[config.mk]
export PLATFORM = sky130hd
export DESIGN_NAME = pipe_stage_reg
export DESIGN_NICKNAME = d
export VERILOG_FILES = /design/src/rtl/pipe_pkg.sv /design/src/rtl/pipe_payload_reg.sv /design/src/rtl/pipe_stage_reg.sv
export SDC_FILE = /design/constraint.sdc
export NUM_CORES = 1
export LEC_CHECK = 0
export CORE_ASPECT_RATIO = 0.9
export CORE_MARGIN = 2
export CORE_UTILIZATION = 40
export CTS_CLUSTER_DIAMETER = 30
export CTS_CLUSTER_SIZE = 10
export DETAILED_ROUTE_END_ITERATION = 8
export GPL_TIMING_DRIVEN = 0
export PLACE_DENSITY = 0.8
export SLEW_MARGIN = 25
export SYNTH_ARGS = -nofsm -noshare
export SYNTH_HDL_FRONTEND = slang
export SYNTH_HIERARCHICAL = 1
export SYNTH_SLANG_ARGS = --single-unit
[constraint.sdc]
create_clock -name clock -period 3.1 [get_ports clock]
set_input_delay 0.775 -clock clock [delete_from_list [all_inputs] [get_ports clock]]
set_output_delay 0.775 -clock clock [all_outputs]
set_load 0.05 [all_outputs]
[src/rtl/pipe_pkg.sv]
// Shared state encoding, control-bit indices and default widths for the pipeline stage register.
package pipe_pkg;

   typedef enum logic [1:0] {
      ST_EMPTY = 2'd0,
      ST_ONE   = 2'd1,
      ST_TWO   = 2'd2
   } pipe_state_e;

   localparam int CTRL_WREG  = 0;
   localparam int CTRL_M2REG = 1;
   localparam int CTRL_WMEM  = 2;

   localparam int DEF_DATA_W = 32;
   localparam int DEF_RN_W   = 5;
   localparam int DEF_CTRL_W = 3;

endpackage

[src/rtl/pipe_payload_reg.sv]
// Enabled-load payload register with asynchronous active-high clear.
module pipe_payload_reg #(
   parameter int W = 8
) (
   input  logic         i_clk,
   input  logic         i_rst,
   input  logic         i_load,
   input  logic [W-1:0] i_d,
   output logic [W-1:0] o_q
);

   logic [W-1:0] r_q;

   // payload storage, loaded only when the owning stage commits a transfer
   always_ff @(posedge i_clk or posedge i_rst) begin
      if (i_rst) begin
         r_q <= '0;
      end else if (i_load) begin
         r_q <= i_d;
      end
   end

   assign o_q = r_q;

endmodule

[src/rtl/pipe_stage_reg.sv]
// Valid/ready pipeline stage register with flush; optional skid entry enabled by PIPE_STAGE_SKID_EN.
module pipe_stage_reg
   import pipe_pkg::*;
#(
   parameter int DATA_W = DEF_DATA_W,
   parameter int RN_W   = DEF_RN_W,
   parameter int CTRL_W = DEF_CTRL_W
) (
   input  logic              clock,
   input  logic              reset,
   input  logic              in_valid,
   output logic              in_ready,
   input  logic [CTRL_W-1:0] in_ctrl,
   input  logic [DATA_W-1:0] in_alu,
   input  logic [DATA_W-1:0] in_b,
   input  logic [RN_W-1:0]   in_rn,
   input  logic              in_zero,
   input  logic              flush,
   output logic              out_valid,
   input  logic              out_ready,
   output logic [CTRL_W-1:0] out_ctrl,
   output logic [DATA_W-1:0] out_alu,
   output logic [DATA_W-1:0] out_b,
   output logic [RN_W-1:0]   out_rn,
   output logic              out_zero,
   output logic [1:0]        occupancy
);

   localparam int PW = CTRL_W + 2 * DATA_W + RN_W + 1;

   pipe_state_e       r_state;
   pipe_state_e       w_state_nxt;
   logic              w_accept;
   logic              w_drain;
   logic              w_load_main;
   logic              w_load_skid;
   logic [PW-1:0]     w_in_pl;
   logic [PW-1:0]     w_main_d;
   logic [PW-1:0]     w_main_q;
   logic [CTRL_W-1:0] w_main_ctrl;

   assign w_in_pl   = {in_ctrl, in_alu, in_b, in_rn, in_zero};
   assign out_valid = (r_state != ST_EMPTY);
   assign w_accept  = in_valid & in_ready & ~flush;
   assign w_drain   = out_valid & out_ready;
   assign occupancy = r_state;

`ifdef PIPE_STAGE_SKID_EN
   logic          r_in_ready;
   logic [PW-1:0] w_skid_q;

   // registered ready: deasserted exactly while the stage will hold two entries
   always_ff @(posedge clock or posedge reset) begin
      if (reset) begin
         r_in_ready <= 1'b1;
      end else begin
         r_in_ready <= (w_state_nxt != ST_TWO);
      end
   end

   assign in_ready = r_in_ready;

   pipe_payload_reg #(.W(PW)) u_skid (
      .i_clk  (clock),
      .i_rst  (reset),
      .i_load (w_load_skid),
      .i_d    (w_in_pl),
      .o_q    (w_skid_q)
   );
`else
   assign in_ready = ~out_valid | out_ready;
`endif

   // occupancy state register
   always_ff @(posedge clock or posedge reset) begin
      if (reset) begin
         r_state <= ST_EMPTY;
      end else begin
         r_state <= w_state_nxt;
      end
   end

   // next-state and entry-load decode; flush overrides accept and drain
   always_comb begin
      w_state_nxt = r_state;
      w_load_main = 1'b0;
      w_load_skid = 1'b0;
      w_main_d    = w_in_pl;
      if (flush) begin
         w_state_nxt = ST_EMPTY;
      end else begin
         case (r_state)
            ST_EMPTY: begin
               if (w_accept) begin
                  w_state_nxt = ST_ONE;
                  w_load_main = 1'b1;
               end else begin
                  w_state_nxt = ST_EMPTY;
               end
            end
            ST_ONE: begin
               if (w_accept && w_drain) begin
                  w_load_main = 1'b1;
               end else if (w_accept) begin
`ifdef PIPE_STAGE_SKID_EN
                  w_state_nxt = ST_TWO;
                  w_load_skid = 1'b1;
`else
                  w_load_main = 1'b1;
`endif
               end else if (w_drain) begin
                  w_state_nxt = ST_EMPTY;
               end else begin
                  w_state_nxt = ST_ONE;
               end
            end
            ST_TWO: begin
`ifdef PIPE_STAGE_SKID_EN
               if (w_drain) begin
                  w_state_nxt = ST_ONE;
                  w_load_main = 1'b1;
                  w_main_d    = w_skid_q;
               end else begin
                  w_state_nxt = ST_TWO;
               end
`else
               w_state_nxt = ST_EMPTY;
`endif
            end
            default: begin
               w_state_nxt = ST_EMPTY;
            end
         endcase
      end
   end

   pipe_payload_reg #(.W(PW)) u_main (
      .i_clk  (clock),
      .i_rst  (reset),
      .i_load (w_load_main),
      .i_d    (w_main_d),
      .o_q    (w_main_q)
   );

   assign {w_main_ctrl, out_alu, out_b, out_rn, out_zero} = w_main_q;
   // a bubble must never carry write enables downstream
   assign out_ctrl = out_valid ? w_main_ctrl : {CTRL_W{1'b0}};

endmodule

# [After elaboration in Yosys (flattened, before gate mapping)]
# Index checks and enable logic that the tools add are counted.
[word_totals] ff_bits=75 latchBits=0 ram_bits=0 mem_bits_ro=0 input_bits=78 wordCells=26 mem_count=0
[classes] addsub=0 n_mul=0 div_mod_pow=0 n_lt_le_gt_ge=0 eq_ne=3 n_shift=0 mux=11 bitwise_logic=6 reduce_logical=4
[op_table] op="$mux W2" count=3
[op_table] op="$ne A3 B3 Y1 const B" count=2
[op_table] op="$mux W1" count=5
[op_table] op="$pmux W2 S2" count=1
[op_table] op="$and A1 B1 Y1" count=3
[op_table] op="$mux W3" count=1
[op_table] op="$eq A2 B1 Y1 const B" count=1
[op_table] op="$logic_not A2 Y1" count=1
[op_table] op="$not A1 Y1" count=2
[op_table] op="$pmux W1 S2" count=1
[op_table] op="$reduce_and A2 Y1" count=1
[op_table] op="$reduce_bool A2 Y1" count=1
[op_table] op="$logic_and A1 B1 Y1" count=1
[op_table] op="$or A1 B1 Y1" count=1

# [Depth between registers and ports, before layout]
[logic_depth] ltp_word=9 depth_mapped=5

# [Hierarchy]
# The synthesis kept the hierarchy.
[modules_own_cells] mod="pipe_payload_reg" instances=1 cells_each=155 area_per_inst_um2=3066.7
[modules_own_cells] mod="pipe_stage_reg" instances=1 cells_each=12 area_per_inst_um2=91.3

# [Worst setup path after synthesis]
# Ideal clock, no wire load.
[synth_timing] kind="in2reg" start="input out_ready" end="register u_main.r_q[0] (netlist: u_main/o_q[0])" setup_time_ns=0.125 t_arrival_ns=1.991 required_time_ns=2.975 slack_ns=0.984 cell_stages=5 path_buffers=2 cell_sequence="nand2b_2 > nor3b_1 > buf_6 > buf_12 > mux2_4"
[synth_between] elab_chain_len=7 word_cells_on_any_way=9
[synth_rtl] element="from (decl)" line="pipe_stage_reg.sv:20" source="input logic out_ready,"
[synth_rtl] element="$or A1 B1 Y1" line="pipe_stage_reg.sv:71" source="assign in_ready = ~out_valid | out_ready;"
[synth_rtl] element="$and A1 B1 Y1 (2 in a row)" line="pipe_stage_reg.sv:44" source="assign w_accept = in_valid & in_ready & ~flush;"
[synth_rtl] element="$mux W1 / $logic_and A1 B1 Y1 (equally long branches)" line="pipe_stage_reg.sv:94, pipe_stage_reg.sv:104, pipe_stage_reg.sv:102"
[synth_rtl] element="$mux W1" line="pipe_stage_reg.sv:102" source="if (w_accept && w_drain) begin"
[synth_rtl] element="$pmux W1 S2 (*)" line="pipe_stage_reg.sv:92" source="case (r_state)"
[synth_rtl] element="$mux W1 (*)" line="pipe_stage_reg.sv:89" source="if (flush) begin"
[synth_rtl] element="net w_load_main" line="pipe_stage_reg.sv:35" source="logic w_load_main;"
[synth_rtl] element="to (signal assigned)" line="pipe_payload_reg.sv:19" source="r_q <= i_d;"
[synth_rtl] element="to (decl)" line="pipe_payload_reg.sv:12" source="logic [W-1:0] r_q;"
# Mark *: on every way through the listed nets, which the timed path passes. The rest lies on a longest branch.
# A chain may end at the register's enable or synchronous reset.

# [Final worst setup path]
[layout_timing] start="input out_ready" end="output in_ready"
[layout_between] elab_chain_len=1
[layout_rtl] element="$or A1 B1 Y1" line="pipe_stage_reg.sv:71"
[layout_rtl] element="to (decl)" line="pipe_stage_reg.sv:12" source="output logic in_ready,"
# Every way passes these cells.

==> results_dict.tcl <==
set metrics [dict create \
    start_kind "input port" \
    start_util 0.417 \
    busiest_layer "met2" \
    n_antenna_cell 0 \
    crit_required_ns 2.32 \
    synth-edff-count 0 \
    grt.met1_usage 0.213 \
    total_power_mw 3.24 \
    maxSlewViolCount 0 \
    cts_setup_buffers 0 \
    holdBufCountCts 0 \
    drc_errors 0 \
    synth_area_leader_cell "dfrtp_1" \
    gp_congestion 0.730 \
    cts_buffers 9 \
    num_vias 1961 \
    crit_path_end_kind "output pin" \
    crit_fanout 3 \
    die_y_um 88.3 \
    p_leak_nw 2.19 \
    tritoncts "built" \
    row_count 30 \
    rsz0062_at_grt "false" \
    clockPowerShare 0.201 \
    min_period_over_period 0.944 \
    root_buffer "clkbuf_8" \
    grt_usage 0.166 \
    clock_latency_ns 0.34 \
    clkTransAtPathRegs_ns 0.07 \
    ys.flop_type "dfrtp_1" \
    grt_pass1_vias 2169 \
    critPathArrivalTime_ns 2.15 \
    hpwlAfterDp_mm 4.99 \
    timing.fmax_mhz 342 \
    instances_no_fill 433 \
    synth_commonest_cells "dfrtp_1, mux2_4, buf_12" \
    switching_share 0.379 \
    hold_viol_final 0 \
    core_region_area_um2 7580 \
    cts_buffer_depth 2 \
    grt_max_degree 39 \
    yosysMostFrequentCell "dfrtp_1" \
    drt-initial-drc-count 36 \
    synth.area.top_cells "dfrtp_1, mux2_4, buf_12" \
    gr-total-overflow 0 \
    power_frac_comb 0.422 \
    min_to "u_main/o_q[0]" \
    synthArstFlopShare 1.00 \
    p_seq_frac 0.377 \
    min_period_ns 2.92 \
    final_nets 410 \
    fillers 554 \
    p_int_mw 2.01 \
    yosysSeqAreaShare 0.586 \
    dieWidth_um 97.7 \
    avgViaCountPerCell 4.53 \
    finalSetupTns_ns 0 \
    ys_types 12 \
    grtUsageMet2 0.267 \
    holdCritPathClass "flip-flop to flip-flop" \
    syn_avg_cell_area_um2 18.9 \
    ioPinCount 155 \
    r2r_slack_ns 1.39 \
    irDropWorstVdd_uv 304 \
    antenna_found_initial 0 \
    met3_usage 0.0585 \
    status "finished, final reports clean" \
    synthCells 167 \
    dp_cells 417 \
    post_drt_wl_per_cell_um 15.9 \
    r2r-start "occupancy[0]" \
    totalWireLength_mm 6.87 \
    area_growth_syn_to_layout_pct 58.4 \
    tightestPinTransition_ns 0.522 \
    r2r_end "u_main/o_q[37]" \
    hold_depth 1 \
    cap_violations 0 \
    finalClockSkew_ns 0.0112 \
    synth_seq_cells 74 \
    fin_util 0.660 \
    setup_viol 0 \
    grt_pass1_wl_mm 11.1 \
    clock-sinks 74 \
    first_pass_iters 4 \
    syn-cell-area_um2 3160 \
    cts.htree.levels 3 \
    min_from "u_main/o_q[0]" \
    drtAntennaViolNets 0 \
    io_buffers 153 \
    cts_resized 0 \
    syn_nets 245 \
    die_area_um2 8620 \
    drive_gt1_frac 0.303 \
    worst-r2r-cell-count 5 \
    yosys_warnings 6 \
    netlist.area_leader.share 0.586 \
    path_class "input port to output pin" \
    switchingPower_mw 1.23 \
    power.density_nw_per_um2 648 \
    relSlewSlack 0.651 \
]
==> cell families (layout without fill, tap and decap cells) <==
| logic type | Yosys count | after routing | share of synthesized area |
|---|---|---|---|
| DFF | 74 | 74 | 0.586 |
| AOI/OAI and AO/OA | 1 | 1 | 0.00158 |
| muxes | 73 | 73 | 0.344 |
| other | 1 | 1 | 0.00119 |
| and+or+nand+nor | 5 | 5 | 0.0111 |
| buffers and inverters | 13 | 183 | 0.0563 |
==> layout make-up <==
cell class,instances,area (um^2),area share
Buffer,10,166,0.0333
Clock buffer,9,124,0.0248
Clock inverter,7,46.3,0.00925
Inverter,3,13.8,0.00275
Multi-Input combinational cell,80,1130,0.226
Sequential cell,74,1850,0.370
Tap cell,96,120,0.0240
Timing Repair Buffer,154,1550,0.310
==> worst max path at each step <==
stage               startpoint              to  slack (ns)  depth (start not counted)
floorplan                reset   u_main/o_q[0]        0.47                          1
global placement         reset  u_main/o_q[58]       -0.74                          2
detailed placement   out_ready        in_ready        0.17                          3
CTS                  out_ready        in_ready        0.17                          3
global route         out_ready        in_ready        0.15                          3
finish               out_ready        in_ready        0.18                          3
==> power groups by stage <==
stage | clock network, mW | logic, mW | registers [mW]
after global placement | 0 | 1.36 | 1.23
after global routing | 0.715 | 1.42 | 1.24
final | 0.650 | 1.37 | 1.22
after floorplan | 0 | 0.334 | 1.79
after CTS | 0.673 | 1.38 | 1.22
after detailed placement | 0 | 1.38 | 1.24
==> metal layers <==
metal  up-vias  part of all wire  wire (um)
met3        12             0.073        505
li1        902                 -          -
met4         0             0.014         97
met1       955              0.44       3000
met2        92              0.48       3270
met5         -                 0          0
==> metrics by stage <==
stage,cell area (um^2),hold WS (ns),setup slack (ns)
5_1_grt,5000,0.526,0.147
3_3_place_gp,4810,0.487,-0.744
3_5_place_dp,4830,0.492,0.174
6_report,5000,0.514,0.175
4_1_cts,5000,0.516,0.170
2_1_floorplan,3160,0.474,0.472
==> registers in the layout (all words and copies together), names as in the netlist <==
signal and count:
occupancy 1, u_main/o_q 73
==> cells in the final DEF, fill, tap and decap left out <==
cell	n
a21oi_1	1
and2_1	3
buf_12	8
buf_4	2
buf_6	1
clkbuf_8	9
clkdlybuf4s50_1	153
clkinv_2	3
clkinv_4	1
clkinvlp_4	3
conb_1	1
dfrtp_1	74
inv_1	2
inv_4	1
mux2_2	3
mux2_4	70
nand2b_2	1
nor3b_1	1
==> worst max-delay path, cell delays in order <==
cell and delay [ns]:
clkdlybuf4s50_1 0.45, nand2b_2 0.12, clkdlybuf4s50_1 0.80
Power figures use the tool's default switching activity.
